### src/rtl/ricosoc_boot_pkg.sv
// Shared definitions for the boot ROM copier: FSM state encoding and
// native-memory write-port constants.
package ricosoc_boot_pkg;

    localparam logic [2:0] ST_IDLE  = 3'd0;
    localparam logic [2:0] ST_FETCH = 3'd1;
    localparam logic [2:0] ST_WRITE = 3'd2;
    localparam logic [2:0] ST_DONE  = 3'd3;
    localparam logic [2:0] ST_ERR   = 3'd4;

    typedef enum logic [2:0] {
        S_IDLE  = ST_IDLE,
        S_FETCH = ST_FETCH,
        S_WRITE = ST_WRITE,
        S_DONE  = ST_DONE,
        S_ERR   = ST_ERR
    } boot_state_e;

    localparam logic [3:0]  WSTRB_FULL        = 4'hF;
    localparam logic [31:0] DEFAULT_DEST_BASE = 32'h0000_0000;

endpackage

### src/rtl/boot_watchdog.sv
// Saturating wait counter for one RAM write; expired is high once the count
// reaches TIMEOUT_CYCLES-1.
module boot_watchdog #(
    parameter int TIMEOUT_CYCLES = 1024
) (
    input  logic clk,
    input  logic rst,
    input  logic clr,
    input  logic en,
    output logic expired
);

    localparam int           WD_W = (TIMEOUT_CYCLES > 1) ? $clog2(TIMEOUT_CYCLES) : 1;
    localparam logic [WD_W-1:0] LAST = WD_W'(TIMEOUT_CYCLES - 1);

    logic [WD_W-1:0] cnt_q, cnt_d;

    // NOTE: next-state is given a default before any branch so no path infers a latch.
    always_comb begin
        cnt_d = cnt_q;
        if (clr) begin
            cnt_d = '0;
        end else if (en && (cnt_q != LAST)) begin
            cnt_d = cnt_q + 1'b1;
        end
    end

    // NOTE: non-blocking so every register samples pre-edge values.
    always_ff @(posedge clk or posedge rst) begin
        if (rst) begin
            cnt_q <= '0;
        end else begin
            cnt_q <= cnt_d;
        end
    end

    assign expired = (cnt_q == LAST);

endmodule

### src/rtl/rom_boot_copier.sv
// Copies COPY_WORDS words from the boot ROM into RAM over a picorv32-style
// write port, holding the CPU in reset until the copy completes.
module rom_boot_copier
    import ricosoc_boot_pkg::*;
#(
    parameter int          RAM_DATA_WIDTH = 32,
    parameter int          RAM_ADDR_WIDTH = 8,
    parameter int          SRC_BASE       = 0,
    parameter int          COPY_WORDS     = 256,
    parameter logic [31:0] DEST_BASE      = DEFAULT_DEST_BASE,
    parameter int          TIMEOUT_CYCLES = 1024
) (
    input  logic                      clk,
    input  logic                      rst,
    input  logic                      restart,
    output logic [RAM_ADDR_WIDTH-1:0] rom_raddr,
    input  logic [RAM_DATA_WIDTH-1:0] rom_rdata,
    output logic                      mem_valid,
    input  logic                      mem_ready,
    output logic [31:0]               mem_addr,
    output logic [31:0]               mem_wdata,
    output logic [3:0]                mem_wstrb,
    output logic                      cpu_resetn,
    output logic                      busy,
    output logic                      done,
    output logic                      error
);

    localparam int                        IDX_W      = $clog2(COPY_WORDS) + 1;
    localparam logic [IDX_W-1:0]          LAST_IDX   = IDX_W'(COPY_WORDS - 1);
    localparam logic [RAM_ADDR_WIDTH-1:0] SRC_BASE_A = RAM_ADDR_WIDTH'(SRC_BASE);

    boot_state_e      state_q, state_d;
    logic [IDX_W-1:0] idx_q, idx_d;
    logic             wd_clr, wd_en, wd_expired;

    boot_watchdog #(
        .TIMEOUT_CYCLES(TIMEOUT_CYCLES)
    ) u_watchdog (
        .clk    (clk),
        .rst    (rst),
        .clr    (wd_clr),
        .en     (wd_en),
        .expired(wd_expired)
    );

    always_comb begin
        state_d = state_q;
        idx_d   = idx_q;
        wd_clr  = 1'b0;
        wd_en   = 1'b0;
        case (state_q)
            S_IDLE:  state_d = S_FETCH;
            S_FETCH: state_d = S_WRITE;
            S_WRITE: begin
                // An acknowledge on the expiry cycle still completes the word.
                if (mem_ready) begin
                    wd_clr = 1'b1;
                    if (idx_q == LAST_IDX) begin
                        state_d = S_DONE;
                    end else begin
                        idx_d   = idx_q + 1'b1;
                        state_d = S_FETCH;
                    end
                end else if (wd_expired) begin
                    state_d = S_ERR;
                end else begin
                    wd_en = 1'b1;
                end
            end
            S_DONE, S_ERR: begin
                if (restart) begin
                    idx_d   = '0;
                    wd_clr  = 1'b1;
                    state_d = S_FETCH;
                end
            end
            default: state_d = S_IDLE;
        endcase
    end

    always_ff @(posedge clk or posedge rst) begin
        if (rst) begin
            state_q <= S_IDLE;
            idx_q   <= '0;
        end else begin
            state_q <= state_d;
            idx_q   <= idx_d;
        end
    end

    // rom_raddr is a function of idx only, so it holds through WRITE and
    // keeps the ROM's registered output stable for the whole request.
    always_comb begin
        rom_raddr  = SRC_BASE_A + RAM_ADDR_WIDTH'(idx_q);
        mem_addr   = DEST_BASE + (32'(idx_q) << 2);
        mem_valid  = (state_q == S_WRITE);
        mem_wstrb  = (state_q == S_WRITE) ? WSTRB_FULL : 4'h0;
        mem_wdata  = (state_q == S_WRITE) ? 32'(rom_rdata) : 32'h0;
        busy       = (state_q == S_FETCH) || (state_q == S_WRITE);
        done       = (state_q == S_DONE);
        cpu_resetn = (state_q == S_DONE);
        error      = (state_q == S_ERR);
    end

endmodule

### config.mk
export PLATFORM = sky130hd
export DESIGN_NAME = rom_boot_copier
export DESIGN_NICKNAME = d
export VERILOG_FILES = /design/src/rtl/ricosoc_boot_pkg.sv /design/src/rtl/boot_watchdog.sv /design/src/rtl/rom_boot_copier.sv
export SDC_FILE = /design/constraint.sdc
export NUM_CORES = 1
export LEC_CHECK = 0
export CORE_MARGIN = 5
export CORE_UTILIZATION = 39
export DETAILED_ROUTE_END_ITERATION = 8
export PLACE_DENSITY = 0.95
export SETUP_SLACK_MARGIN = 0.3
export SYNTH_ARGS = -nofsm -noshare
export SYNTH_HDL_FRONTEND = slang
export SYNTH_SLANG_ARGS = --single-unit
### constraint.sdc
create_clock -name clk -period 5 [get_ports clk]
set_input_delay 0.5 -clock clk [delete_from_list [all_inputs] [get_ports clk]]
set_output_delay 0.5 -clock clk [all_outputs]
set_load 0.05 [all_outputs]
=== Yosys cells after proc, flatten, opt, wreduce, memory -nomap -nowiden ===
Index checks and enable logic that the tools add are counted.

* Register bits after elaboration: 22
* Word-level logic and storage cells: 43
* Bits of input ports: 36
* Output and inout bits: 81

* Mux-type cells: 19
* Reduce and logical (&&, ||, !) cells: 8
* Eq/ne operators: 11
* $add $sub $neg: 2

{| class="wikitable"
|+ Operator list
! kind !! count
|-
| $mux W32 || 1
|-
| $mux W9 || 3
|-
| $mux W10 || 2
|-
| $pmux W9 S2 || 1
|-
| $pmux W3 S4 || 1
|-
| $add A10 B1 Y10 const B || 1
|-
| $eq A10 B10 Y1 const B || 1
|-
| $ne A10 B10 Y1 const B || 1
|-
| $add A9 B1 Y9 const B || 1
|-
| $eq A9 B8 Y1 const B || 1
|-
| $mux W3 || 3
|-
| $eq A3 B2 Y1 const B || 2
|-
| $mux W1 || 5
|-
| $mux W4 || 1
|-
| $ne A2 B2 Y1 const B || 2
|-
| $reduce_and A4 Y1 || 1
|-
| $reduce_bool A2 Y1 || 2
|-
| $eq A3 B1 Y1 const B || 1
|-
| $eq A3 B3 Y1 const B || 1
|-
| $logic_not A3 Y1 || 1
|-
| $ne A3 B1 Y1 const B || 1
|-
| $mux W2 || 1
|-
| $ne A2 B1 Y1 const B || 1
|-
| $pmux W1 S2 || 1
|-
| other kinds (4) || 4
|}

=== Logic depth before layout (Yosys ltp) ===
Gate-level depths: netlist (run 1).

* Word-level depth: 7
* Gate-level depth with buffers: 9
* Mapped depth without buffers: 7

=== Modules after synthesis ===
From an unflattened synthesis (run 1), not the netlist that was laid out.

* Cells, all modules: 217
* Area, all modules: 1875.5 µm²

{| class="wikitable"
|+ By module, submodules not included
! module !! cells an instance !! times used !! area an instance (µm²) !! sequential area each (µm²)
|-
| rom_boot_copier || 151 || 1 || 1239.9 || 300.3
|-
| boot_watchdog || 66 || 1 || 635.6 || 250.2
|}

=== Least setup slack after synthesis (run 1) ===
Ideal clock, no wire load.

* Kind: reg2out
* From: reg state_q[0]
* To: out mem_wdata[22]
* Slack: 2.350 ns
* Data arrival time: 2.150 ns
* Stages on the path, launching flop included: 5
* Path through: dfrtp_1 -> buf_2 -> nor3b_1 -> clkbuf_1 -> and2_1

* Cells in the longest elaborated chain, start to end: 2

{| class="wikitable"
|+ RTL lines
! element !! line !! RTL
|-
| start, declared || rom_boot_copier.sv:33 || <nowiki>boot_state_e state_q, state_d;</nowiki>
|-
| start signal, assigned || rom_boot_copier.sv:87 || <nowiki>state_q <= state_d;</nowiki>
|-
| $eq A3 B2 Y1 || n/a ||
|-
| net mem_valid || rom_boot_copier.sv:18 || <nowiki>output logic mem_valid,</nowiki>
|-
| $mux W32 || rom_boot_copier.sv:99 || <nowiki>mem_wdata = (state_q == S_WRITE) ? 32'(rom_rdata) : 32'h0;</nowiki>
|-
| end, declared || rom_boot_copier.sv:21 || <nowiki>output logic [31:0] mem_wdata,</nowiki>
|}

The timed path passes the listed nets, and every way through them passes these cells.

=== Worst setup path after layout (run 1) ===
* From: reg state_q[1]
* To: out mem_wdata[25]

* Cells in the longest elaborated chain, start to end: 2

{| class="wikitable"
|+ RTL lines
! element !! line
|-
| $eq A3 B2 Y1 || rom_boot_copier.sv:99
|-
| $mux W32 || rom_boot_copier.sv:99
|}

Every way passes these cells.

==> metrics.yaml, run 1 <==
pwr:
  p_total_mw: 1.326
  p_per_area_nw_per_um2: 509.6
  ir_drop_uv: 215.0
  power.leakage_nw: 1.084
synthesis:
  synth_top_area_cell: "dfrtp_1"
  syn_avg_cell_area_um2: 8.431
  synth_cell_types: 39
  synth_warnings: 0
  synth.most_common_cell: "buf_4"
  synth_edf_count: 0
  synth_seq_cells: 22
  seq_area_frac_synth_pct: 31.10
  synth_area_leaders: "dfrtp_1 31%, buf_4 15%, and2_1 12%"
  synthArstFlopShare_pct: 100.0
  synthesis.instances: 210
  syn_area_um2: 1770
  synthFlopType: "dfrtp_1"
  synth_commonest_cells: "36 x buf_4, 35 x and2_1, 22 x dfrtp_1"
  synth_top_area_share_pct: 31.10
global_routing:
  grt_max_degree: 38
  grt_pass1_vias: 1569
  grt_pass1_wl_um: 7914
  antenna_found_initial: 0
  grt_use_total_pct: 16.30
  grt_overflow_total: 0
place:
  dp_cells: 333
  gp_congestion: 0.8213
  pre_cts_ws_ns: 2.438
  dp_hpwl_um: 4200
  portBuffers: 93
timing:
  finalSetupViolCount: 0
  finalSetupTns_ns: 0
  finalWorstSetupSlack_ns: 2.148
  report.final.hold_viol_count: 0
  min_period_ns: 2.852
  rsz0062_at_grt: "no"
  tightest_slew_ns: 0.8453
  drv_slew: 0
  period_share_pct: 57.04
  clock-skew-final_ns: 0.007329
  slew_headroom_pct: 43.58
  fmax_ghz: 0.3506
detailed_routing:
  antenna_left: 0
  drc: 0
  dr.pass1.iters: 4
  routed-via-count: 1692
  drt_iter0_drc: 87
  viasPerCell: 5.021
  route.detailed.wl_per_inst_um: 15.33
  drt_wl_total_um: 5165
critical_path:
  r2r_end: "idx_q[7]$_DFFE_PP0P_"
  path_class: "flop to primary output"
  setup.worst_path.start: "state_q[1]$_DFFE_PP0P_"
  crit_path_end: "mem_wdata[25]"
  worst-r2r-setup-slack_ns: 2.60
  reg2reg_depth: 7
  rr_startpoint: "idx_q[0]$_DFFE_PP0P_"
  cp-start-kind: "flop"
  worstPathArrival_ns: 2.35
  crit_path_max_fanout: 37
  crit_required_ns: 4.50
  end_kind: "primary output"
cells_and_area:
  drive_gt1_share_pct: 3.860
  layout.area.seq_um2: 550.5
  antenna_cells: 0
  instances_no_fill: 337
  nNetsFinal: 325
  fillCellCount: 388
  final_util_pct: 59.36
  area_growth_pct: 47.00
  multi_input_area_um2: 963.4
die:
  die_h_um: 77.38
  core_area_um2: 4384
  std_cell_rows: 24
  dieArea_um2: 5987
  die_w_um: 77.38
  start_util_pct: 40.38
  pin_count: 117
cts:
  post_cts_buffers: 0
  clk_pin_slew_worst_paths_ns: 0.08
  clk_latency_ns: 0.27
  cts-buffers-inserted: 3
  clock_path_buffers: 2
  htree_num_levels: 1
  cts_hold_buf: 0
  cts_root_buf: "clkbuf_8"
  cts_tree: "yes"
  post_cts_resized: 0
  clkSinkCount: 22
status:
  status: "finished clean"
hold_path:
  hold_path.class: "flop to flop"
job:
  cap_violations: 0
==> worst min-delay path by stage <==
| stage | end | cells past startpoint | slack (ns) | from |
|---|---|---|---|---|
| 6_report | u_watchdog.cnt_q[3]$_DFFE_PP0P_ | 1 | 0.53 | u_watchdog.cnt_q[3]$_DFFE_PP0P_ |
| 5_1_grt | u_watchdog.cnt_q[3]$_DFFE_PP0P_ | 1 | 0.57 | u_watchdog.cnt_q[3]$_DFFE_PP0P_ |
| 4_1_cts | u_watchdog.cnt_q[3]$_DFFE_PP0P_ | 1 | 0.53 | u_watchdog.cnt_q[3]$_DFFE_PP0P_ |
| 3_5_place_dp | u_watchdog.cnt_q[3]$_DFFE_PP0P_ | 1 | 0.51 | u_watchdog.cnt_q[3]$_DFFE_PP0P_ |
| 3_3_place_gp | u_watchdog.cnt_q[3]$_DFFE_PP0P_ | 1 | 0.51 | u_watchdog.cnt_q[3]$_DFFE_PP0P_ |
| 2_1_floorplan | u_watchdog.cnt_q[3]$_DFFE_PP0P_ | 1 | 0.48 | u_watchdog.cnt_q[3]$_DFFE_PP0P_ |
==> critical path: stages, from the launching register on <==
cell             delay [ns]
dfrtp_1                0.55
nor3b_2                0.24
buf_4                  0.29
and2_1                 0.18
clkdlybuf4s50_1        0.82
==> state kept, by name (all words and copies together), names as in the netlist <==
name and count:
idx_q 9, u_watchdog.cnt_q 10, state_q 3
==> metrics by stage <==
step	area [µm²]	hold slack, ns
2_1_floorplan	1853	0.4784
3_3_place_gp	2547	0.5107
3_5_place_dp	2547	0.5144
4_1_cts	2603	0.5340
5_1_grt	2603	0.5697
6_report	2603	0.5340
==> routing by layer <==
layer  track usage (%)  vias up  wire, µm  part of all wire, %
met4             4.124        0        63                  1.2
met3             3.241        7       228                  4.4
met5                 0        -         0                    0
met1             19.11      811      2005                   39
li1                  -      829         -                    -
met2             30.13       45      2867                   56
==> report_power, final <==
group	internal [mW]	switching, mW
logic	0.305	0.637
registers	0.201	0.0514
clock network	0.0704	0.0612
==> kinds of logic after synthesis <==
kind of cell             synth area share (%)
buffers and inverters                   19.43
other                                  0.2118
AO/OA/AOI/OAI                           11.80
XOR/XNOR                               0.4948
AND/OR/NAND/NOR                         34.28
adder cells (fa/ha/maj)                 2.120
multiplexers                           0.5654
flip-flops                              31.10
==> cells in the final DEF (no fill, tap or decap), types with 2 or more instances in the layout <==
cell type        instances
inv_1                    8
or3_1                    4
a31oi_1                  2
nor2_1                   5
and4_1                   2
clkdlybuf4s50_1         93
o21ai_0                  9
clkbuf_8                 4
and3_1                   4
conb_1                  23
a21oi_1                 10
dfrtp_1                 22
o211ai_1                 5
and2_1                  35
nand3_1                 10
o31ai_1                  6
ha_1                     3
nand2_1                  9
nor3_1                   3
nand4_1                  3
or4_1                    8
==> area by class of cell <==
type / instances / share of cell area (%)
Multi-Input combinational cell: 157 / 37.02
Inverter: 8 / 1.154
Tap cell: 52 / 2.500
Timing Repair Buffer: 94 / 36.06
Clock buffer: 4 / 2.115
Sequential cell: 22 / 21.15
(Power assumes the default switching activity.)
==> inputs of run 2 (changes only) <==
--- a/config.mk
+++ b/config.mk
@@ -6,9 +6,9 @@
 export NUM_CORES = 1
 export LEC_CHECK = 0
 export CORE_MARGIN = 5
-export CORE_UTILIZATION = 39
+export CORE_UTILIZATION = 36
 export DETAILED_ROUTE_END_ITERATION = 8
-export PLACE_DENSITY = 0.95
+export PLACE_DENSITY = 0.92
 export SETUP_SLACK_MARGIN = 0.3
 export SYNTH_ARGS = -nofsm -noshare
 export SYNTH_HDL_FRONTEND = slang
==> constraint.sdc (replaced) <==
create_clock -name clk -period 2.9 [get_ports clk]
set_input_delay 0.29 -clock clk [delete_from_list [all_inputs] [get_ports clk]]
set_output_delay 0.29 -clock clk [all_outputs]
set_load 0.05 [all_outputs]
==> run 2 against run 1 <==
Against the previous run: flip-flop and latch count unchanged; critical path depth grew 3; non-clock buffer count is 1 higher; largest power group unchanged.
==> metrics.yaml, run 2 (synthesized netlist as in run 1, its figures left out) <==
status:
  status: "finished clean"
die:
  die_h_um: 80.13  # +3.6%
  die_w_um: 80.13  # +3.6%
  dieArea_um2: 6420  # +7.2%
  pin_count: 117  # unchanged
  start_util_pct: 37.24  # -3.1 points
  std_cell_rows: 25  # +4.2%
  core_area_um2: 4755  # +8.4%
critical_path:
  crit_path_max_fanout: 18  # -51%
  worstPathArrival_ns: 2.63  # +0.28 ns
  crit_required_ns: 3.12  # -1.38 ns
  end_kind: "flop"
  path_class: "flop to flop"
  cp-start-kind: "flop"
timing:
  finalSetupTns_ns: 0  # unchanged
  tightest_slew_ns: 0.8550  # +0.009688 ns
  rsz0062_at_grt: "no"
  slew_headroom_pct: 42.94  # -0.65 points
  min_period_ns: 2.415
  fmax_ghz: 0.4141
  finalSetupViolCount: 0  # unchanged
  report.final.hold_viol_count: 0  # unchanged
  period_share_pct: 83.28
  drv_slew: 0  # unchanged
  clock-skew-final_ns: 0.01195  # +0.004618 ns
cts:
  clkSinkCount: 22  # unchanged
  htree_num_levels: 1  # unchanged
  cts_root_buf: "clkbuf_8"
  clk_pin_slew_worst_paths_ns: 0.09  # about the same
  clk_latency_ns: 0.28  # about the same
  clock_path_buffers: 2  # unchanged
  cts_tree: "yes"
  post_cts_buffers: 0  # unchanged
  cts-buffers-inserted: 3  # unchanged
cells_and_area:
  drive_gt1_share_pct: 4.196  # +0.34 points
  area_growth_pct: 46.93  # about the same
  layout_commonest_cell: "clkdlybuf4s50_1"
  largest-register: "u_watchdog.cnt_q"
  largest_register_ffs: 10  # unchanged
  reg_top3: "u_watchdog.cnt_q (10), idx_q (9), state_q (3)"
  fillCellCount: 448  # +15%
  antenna_cells: 0  # unchanged
  nNetsFinal: 326  # +0.31%
  final_util_pct: 54.71  # -4.7 points
  most-common-layout-cells: "56 x clkdlybuf4s50_1, 35 x and2_1, 32 x dlygate4sd2_1, 23 x conb_1, 22 x dfrtp_1"
pwr:
  ir_drop_uv: 359.5  # +67%
  power.switching_mw: 1.284  # +71%
  p_per_area_nw_per_um2: 844.9  # +66%
  pwr-share-clk_pct: 10.6  # +0.7 points
  power.leakage_nw: 1.295  # +19%
  p_seq_share_pct: 19.8  # +0.8 points
  power.internal_mw: 0.9134  # +58%
  pwr-share-comb_pct: 69.6  # -1.5 points
  p_sw_share_pct: 58.44  # +1.9 points
global_routing:
  grt_overflow_total: 0  # unchanged
  grt_pass1_vias: 1537  # -2.0%
  grt_max_degree: 38  # unchanged
  grt_pass1_wl_um: 7596  # -4.0%
  antenna_found_initial: 0  # unchanged
  grt_use_total_pct: 14.73  # -1.6 points
place:
  portBuffers: 93  # unchanged
  dp_hpwl_um: 3954  # -5.9%
  gp_congestion: 0.7536  # -8.2%
job:
  cap_violations: 0  # unchanged
detailed_routing:
  drt_wl_total_um: 5025  # -2.7%
  route.detailed.wl_per_inst_um: 14.24  # -7.1%
  drt_iter0_drc: 96  # +10%
  antenna_left: 0  # unchanged
  drc: 0  # unchanged
  routed-via-count: 1678  # -0.83%
  dr.pass1.iters: 4  # unchanged
  viasPerCell: 4.754  # -5.3%
hold_path:
  hold_path.class: "input port to asynchronous set/reset pin"
run 2: area by class of cell:
| class | count | area (µm²) | area share [%] |
|---|---|---|---|
| multi-input combinational | 157 | 963.4 | 37.04 |
| clock buffer | 4 | 55.05 | 2.116 |
| inverter | 8 | 30.03 | 1.154 |
| tap | 67 | 83.83 | 3.223 |
| timing repair buffer | 95 | 918.4 | 35.31 |
| sequential | 22 | 550.5 | 21.16 |
run 2: metrics by stage:
stage               setup WS [ns]  power [mW]  hold slack, ns  cells  area, µm²
global placement           0.6099       2.041          0.5038    349       2574
CTS                        0.3753       2.215          0.5176    353       2589
finish                     0.4849       2.198          0.4873    353       2601
global route               0.3450       2.313          0.5704    353       2601
detailed placement         0.5504       2.063          0.5361    349       2574
floorplan                  0.4600       1.643          0.2792    232       1853
run 2: power by group through the flow:
| stage | registers (mW) | logic, mW | clock network [mW] |
|---|---|---|---|
| 3_3_place_gp | 0.433 | 1.61 | 0 |
| 6_report | 0.436 | 1.53 | 0.232 |
| 5_1_grt | 0.445 | 1.62 | 0.251 |
| 3_5_place_dp | 0.439 | 1.62 | 0 |
| 2_1_floorplan | 0.448 | 1.20 | 0 |
| 4_1_cts | 0.433 | 1.55 | 0.235 |
run 2: timing repair:
item	4_1_cts	5_1_grt
hold buffers	0	0
endpoints found under the hold margin	0	0
setup endpoints to repair	32	5
gates resized for setup	32	5
run 2: routing by layer:
| metal | up-vias | global-route usage, % | wire, µm |
|---|---|---|---|
| li1 | 829 | - | - |
| met1 | 784 | 17.46 | 1837 |
| met2 | 60 | 26.16 | 2738 |
| met3 | 5 | 3.924 | 404 |
| met4 | 0 | 3.716 | 44 |
| met5 | - | 0 | 0 |
run 2: worst paths after layout:
check / start / slack [ns] / cells after the start / to
setup / recovery: idx_q[0]$_DFFE_PP0P_ / 0.48 / 7 / idx_q[6]$_DFFE_PP0P_
hold / removal: rst / 0.49 / 2 / idx_q[1]$_DFFE_PP0P_
setup reg to reg: idx_q[0]$_DFFE_PP0P_ / 0.48 / 7 / idx_q[6]$_DFFE_PP0P_
hold reg to reg: u_watchdog.cnt_q[3]$_DFFE_PP0P_ / 0.55 / 1 / u_watchdog.cnt_q[3]$_DFFE_PP0P_
max in group asynchronous: rst / 1.87 / 2 / u_watchdog.cnt_q[1]$_DFFE_PP0P_
min in group clk: u_watchdog.cnt_q[3]$_DFFE_PP0P_ / 0.55 / 1 / u_watchdog.cnt_q[3]$_DFFE_PP0P_
run 2: worst max-delay path: stages, from the launching register on:
cell      delay, ns
dfrtp_1        0.47
ha_1           0.24
and3_1         0.22
and3_1         0.19
ha_1           0.19
nand2b_1       0.40
or4_1          0.58
nand2_1        0.08
==> inputs of run 3 (changes only) <==
--- a/config.mk
+++ b/config.mk
@@ -6,9 +6,9 @@
 export NUM_CORES = 1
 export LEC_CHECK = 0
 export CORE_MARGIN = 5
-export CORE_UTILIZATION = 36
+export CORE_UTILIZATION = 33
 export DETAILED_ROUTE_END_ITERATION = 8
-export PLACE_DENSITY = 0.92
+export PLACE_DENSITY = 0.89
 export SETUP_SLACK_MARGIN = 0.3
 export SYNTH_ARGS = -nofsm -noshare
 export SYNTH_HDL_FRONTEND = slang
==> constraint.sdc (replaced) <==
create_clock -name clk -period 2.14 [get_ports clk]
set_input_delay 0.214 -clock clk [delete_from_list [all_inputs] [get_ports clk]]
set_output_delay 0.214 -clock clk [all_outputs]
set_load 0.05 [all_outputs]
==> run 3 against run 2 <==
Against the previous run: power grew 81%; flip-flop and latch count stayed put; critical path depth is 5 lower; clock-buffer cell count fell by 1; die area grew 7.9%; sequential share of layout area is 3.9 points lower; clock skew down 0.0063 ns; utilization increased by 7.6 points; setup slack worse by 0.17 ns; critical path type is now flop to primary output.
==> metrics.yaml, run 3 (synthesized netlist as in run 1, its figures left out) <==
job:
  cap_violations: 0  # unchanged
status:
  status: "finished clean"
cts:
  cts_root_buf: "clkbuf_8"
  clock_path_buffers: 2  # unchanged
  clk_latency_ns: 0.27  # about the same
  htree_num_levels: 1  # unchanged
  cts_tree: "yes"
  clkSinkCount: 22  # unchanged
  clk_pin_slew_worst_paths_ns: 0.09  # about the same
  cts_hold_buf: 0  # unchanged
  cts-buffers-inserted: 3  # unchanged
cells_and_area:
  largest-register: "u_watchdog.cnt_q"
  final_util_pct: 62.26  # +7.6 points
  antenna_cells: 0  # unchanged
  drive_gt1_share_pct: 29.43  # +25 points
  reg_top3: "u_watchdog.cnt_q (10), idx_q (9), state_q (3)"
  most-common-layout-cells: "52 x clkdlybuf4s50_1, 39 x buf_12, 26 x and2_1, 23 x conb_1, 17 x dfrtp_1"
  area_growth_pct: 81.91
  layout_commonest_cell: "clkdlybuf4s50_1"
  nNetsFinal: 339  # +4.0%
  largest_register_ffs: 10  # unchanged
timing:
  slew_headroom_pct: 59.35  # +16 points
  report.final.hold_viol_count: 0  # unchanged
  min_period_ns: 1.827
  period_share_pct: 85.36
  finalSetupTns_ns: 0  # unchanged
  tightest_slew_ns: 0.6075  # -0.2475 ns
  rsz0062_at_grt: "yes"
  clock-skew-final_ns: 0.005633  # -0.006314 ns
  drv_slew: 0  # unchanged
  finalSetupViolCount: 0  # unchanged
  fmax_ghz: 0.5474
die:
  die_h_um: 83.25  # +3.9%
  pin_count: 117  # unchanged
  die_w_um: 83.25  # +3.9%
  std_cell_rows: 26  # +4.0%
  start_util_pct: 34.23  # -3.0 points
  core_area_um2: 5172  # +8.8%
  dieArea_um2: 6930  # +7.9%
critical_path:
  r2r_end: "idx_q[5]$_DFFE_PP0P_"
  worstPathArrival_ns: 1.61  # -1.02 ns
  rr_startpoint: "idx_q[0]$_DFFE_PP0P_"
  path_class: "flop to primary output"
  end_kind: "primary output"
  reg2reg_depth: 7  # unchanged
  cp-start-kind: "flop"
  worst-r2r-setup-slack_ns: 0.32  # -0.16 ns
  crit_required_ns: 1.93  # -1.19 ns
  crit_path_max_fanout: 4  # -14
detailed_routing:
  routed-via-count: 1791  # +6.7%
  drt_wl_total_um: 5799  # +15%
  drt_iter0_drc: 117  # +22%
  antenna_left: 0  # unchanged
  dr.pass1.iters: 4  # unchanged
  viasPerCell: 4.854  # +2.1%
  route.detailed.wl_per_inst_um: 15.72  # +10%
  drc: 0  # unchanged
global_routing:
  grt_use_total_pct: 16.02  # +1.3 points
  met3_usage_pct: 4.158  # +0.23 points
  grt_max_degree: 38  # unchanged
  grtUsageMet1_pct: 18.17  # +0.71 points
  grt_pass1_wl_um: 9328  # +23%
  grt_overflow_total: 0  # unchanged
  grt_busiest_layer: "met2"
  grt_pass1_vias: 1761  # +15%
  met2_usage_pct: 30.32  # +4.2 points
  antenna_found_initial: 0  # unchanged
pwr:
  pwr-share-comb_pct: 75.5  # +5.9 points
  p_total_mw: 3.972  # +81%
  p_sw_share_pct: 49.26  # -9.2 points
  p_seq_share_pct: 14.5  # -5.3 points
  ir_drop_uv: 579.8  # +61%
  power.switching_mw: 1.957  # +52%
  power.internal_mw: 2.015  # +120%
  pwr-share-clk_pct: 10.0  # -0.6 points
  p_per_area_nw_per_um2: 1233  # +46%
  power.leakage_nw: 1.354  # +4.6%
place:
  dp_hpwl_um: 4509  # +14%
  portBuffers: 93  # unchanged
  gp_congestion: 0.8362  # +11%
hold_path:
  hold_path.class: "input port to asynchronous set/reset pin"
[run 3: worst max path at each step]
stage | slack, ns | startpoint | to | cells past startpoint
after floorplan | 0.14 | idx_q[0]$_DFFE_PP0P_ | idx_q[2]$_DFFE_PP0P_ | 8
after global routing | 0.25 | state_q[0]$_DFFE_PP0P_ | mem_wdata[8] | 4
after CTS | 0.29 | state_q[1]$_DFFE_PP0P_ | mem_wdata[8] | 4
after detailed placement | 0.17 | mem_ready | u_watchdog.cnt_q[5]$_DFFE_PP0P_ | 5
after global placement | 0.29 | mem_ready | u_watchdog.cnt_q[7]$_DFFE_PP0P_ | 5
final | 0.31 | idx_q[0]$_DFFE_PP0P_ | rom_raddr[0] | 2
[run 3: layout make-up]
class	instances	area, µm²
fill	377	1952
timing repair buffer	107	1421
multi-input combinational	158	1054
sequential	22	556.8
tap	70	87.58
clock buffer	3	41.29
clock inverter	1	30.03
inverter	8	30.03
[run 3: power by group through the flow]
| stage | registers (mW) | logic, mW | clock network, mW |
|---|---|---|---|
| after floorplan | 0.611 | 1.67 | 0 |
| after global placement | 0.596 | 2.74 | 0 |
| after detailed placement | 0.611 | 2.80 | 0 |
| after CTS | 0.574 | 2.94 | 0.402 |
| after global routing | 0.584 | 3.12 | 0.409 |
| final | 0.576 | 3.00 | 0.398 |
[run 3: through the flow]
step,setup slack (ns),hold slack [ns],instances,area (µm²)
global route,0.2520,0.2246,369,3221
detailed placement,0.1732,0.4955,353,3009
floorplan,0.1397,0.2031,232,1926
finish,0.3133,0.1842,369,3221
global placement,0.2856,0.4932,353,3009
CTS,0.2941,0.1996,364,3156
[run 3: per-layer routing]
metal  part of all wire (%)  up-vias
met4                    1.2        0
met5                      0        -
met2                     56       79
li1                       -      858
met3                    6.9        8
met1                     36      846
[run 3: critical path: stages, from the launching register on]
cell and delay (ns):
dfrtp_2 0.42, buf_4 0.13, clkdlybuf4s50_1 0.79
[run 3: repair_timing]
item,4_1_cts,5_1_grt
buffers inserted,7,4
setup endpoints to repair,37,46
cloned,0,1
resized for setup,4,5
pin swaps,1,2
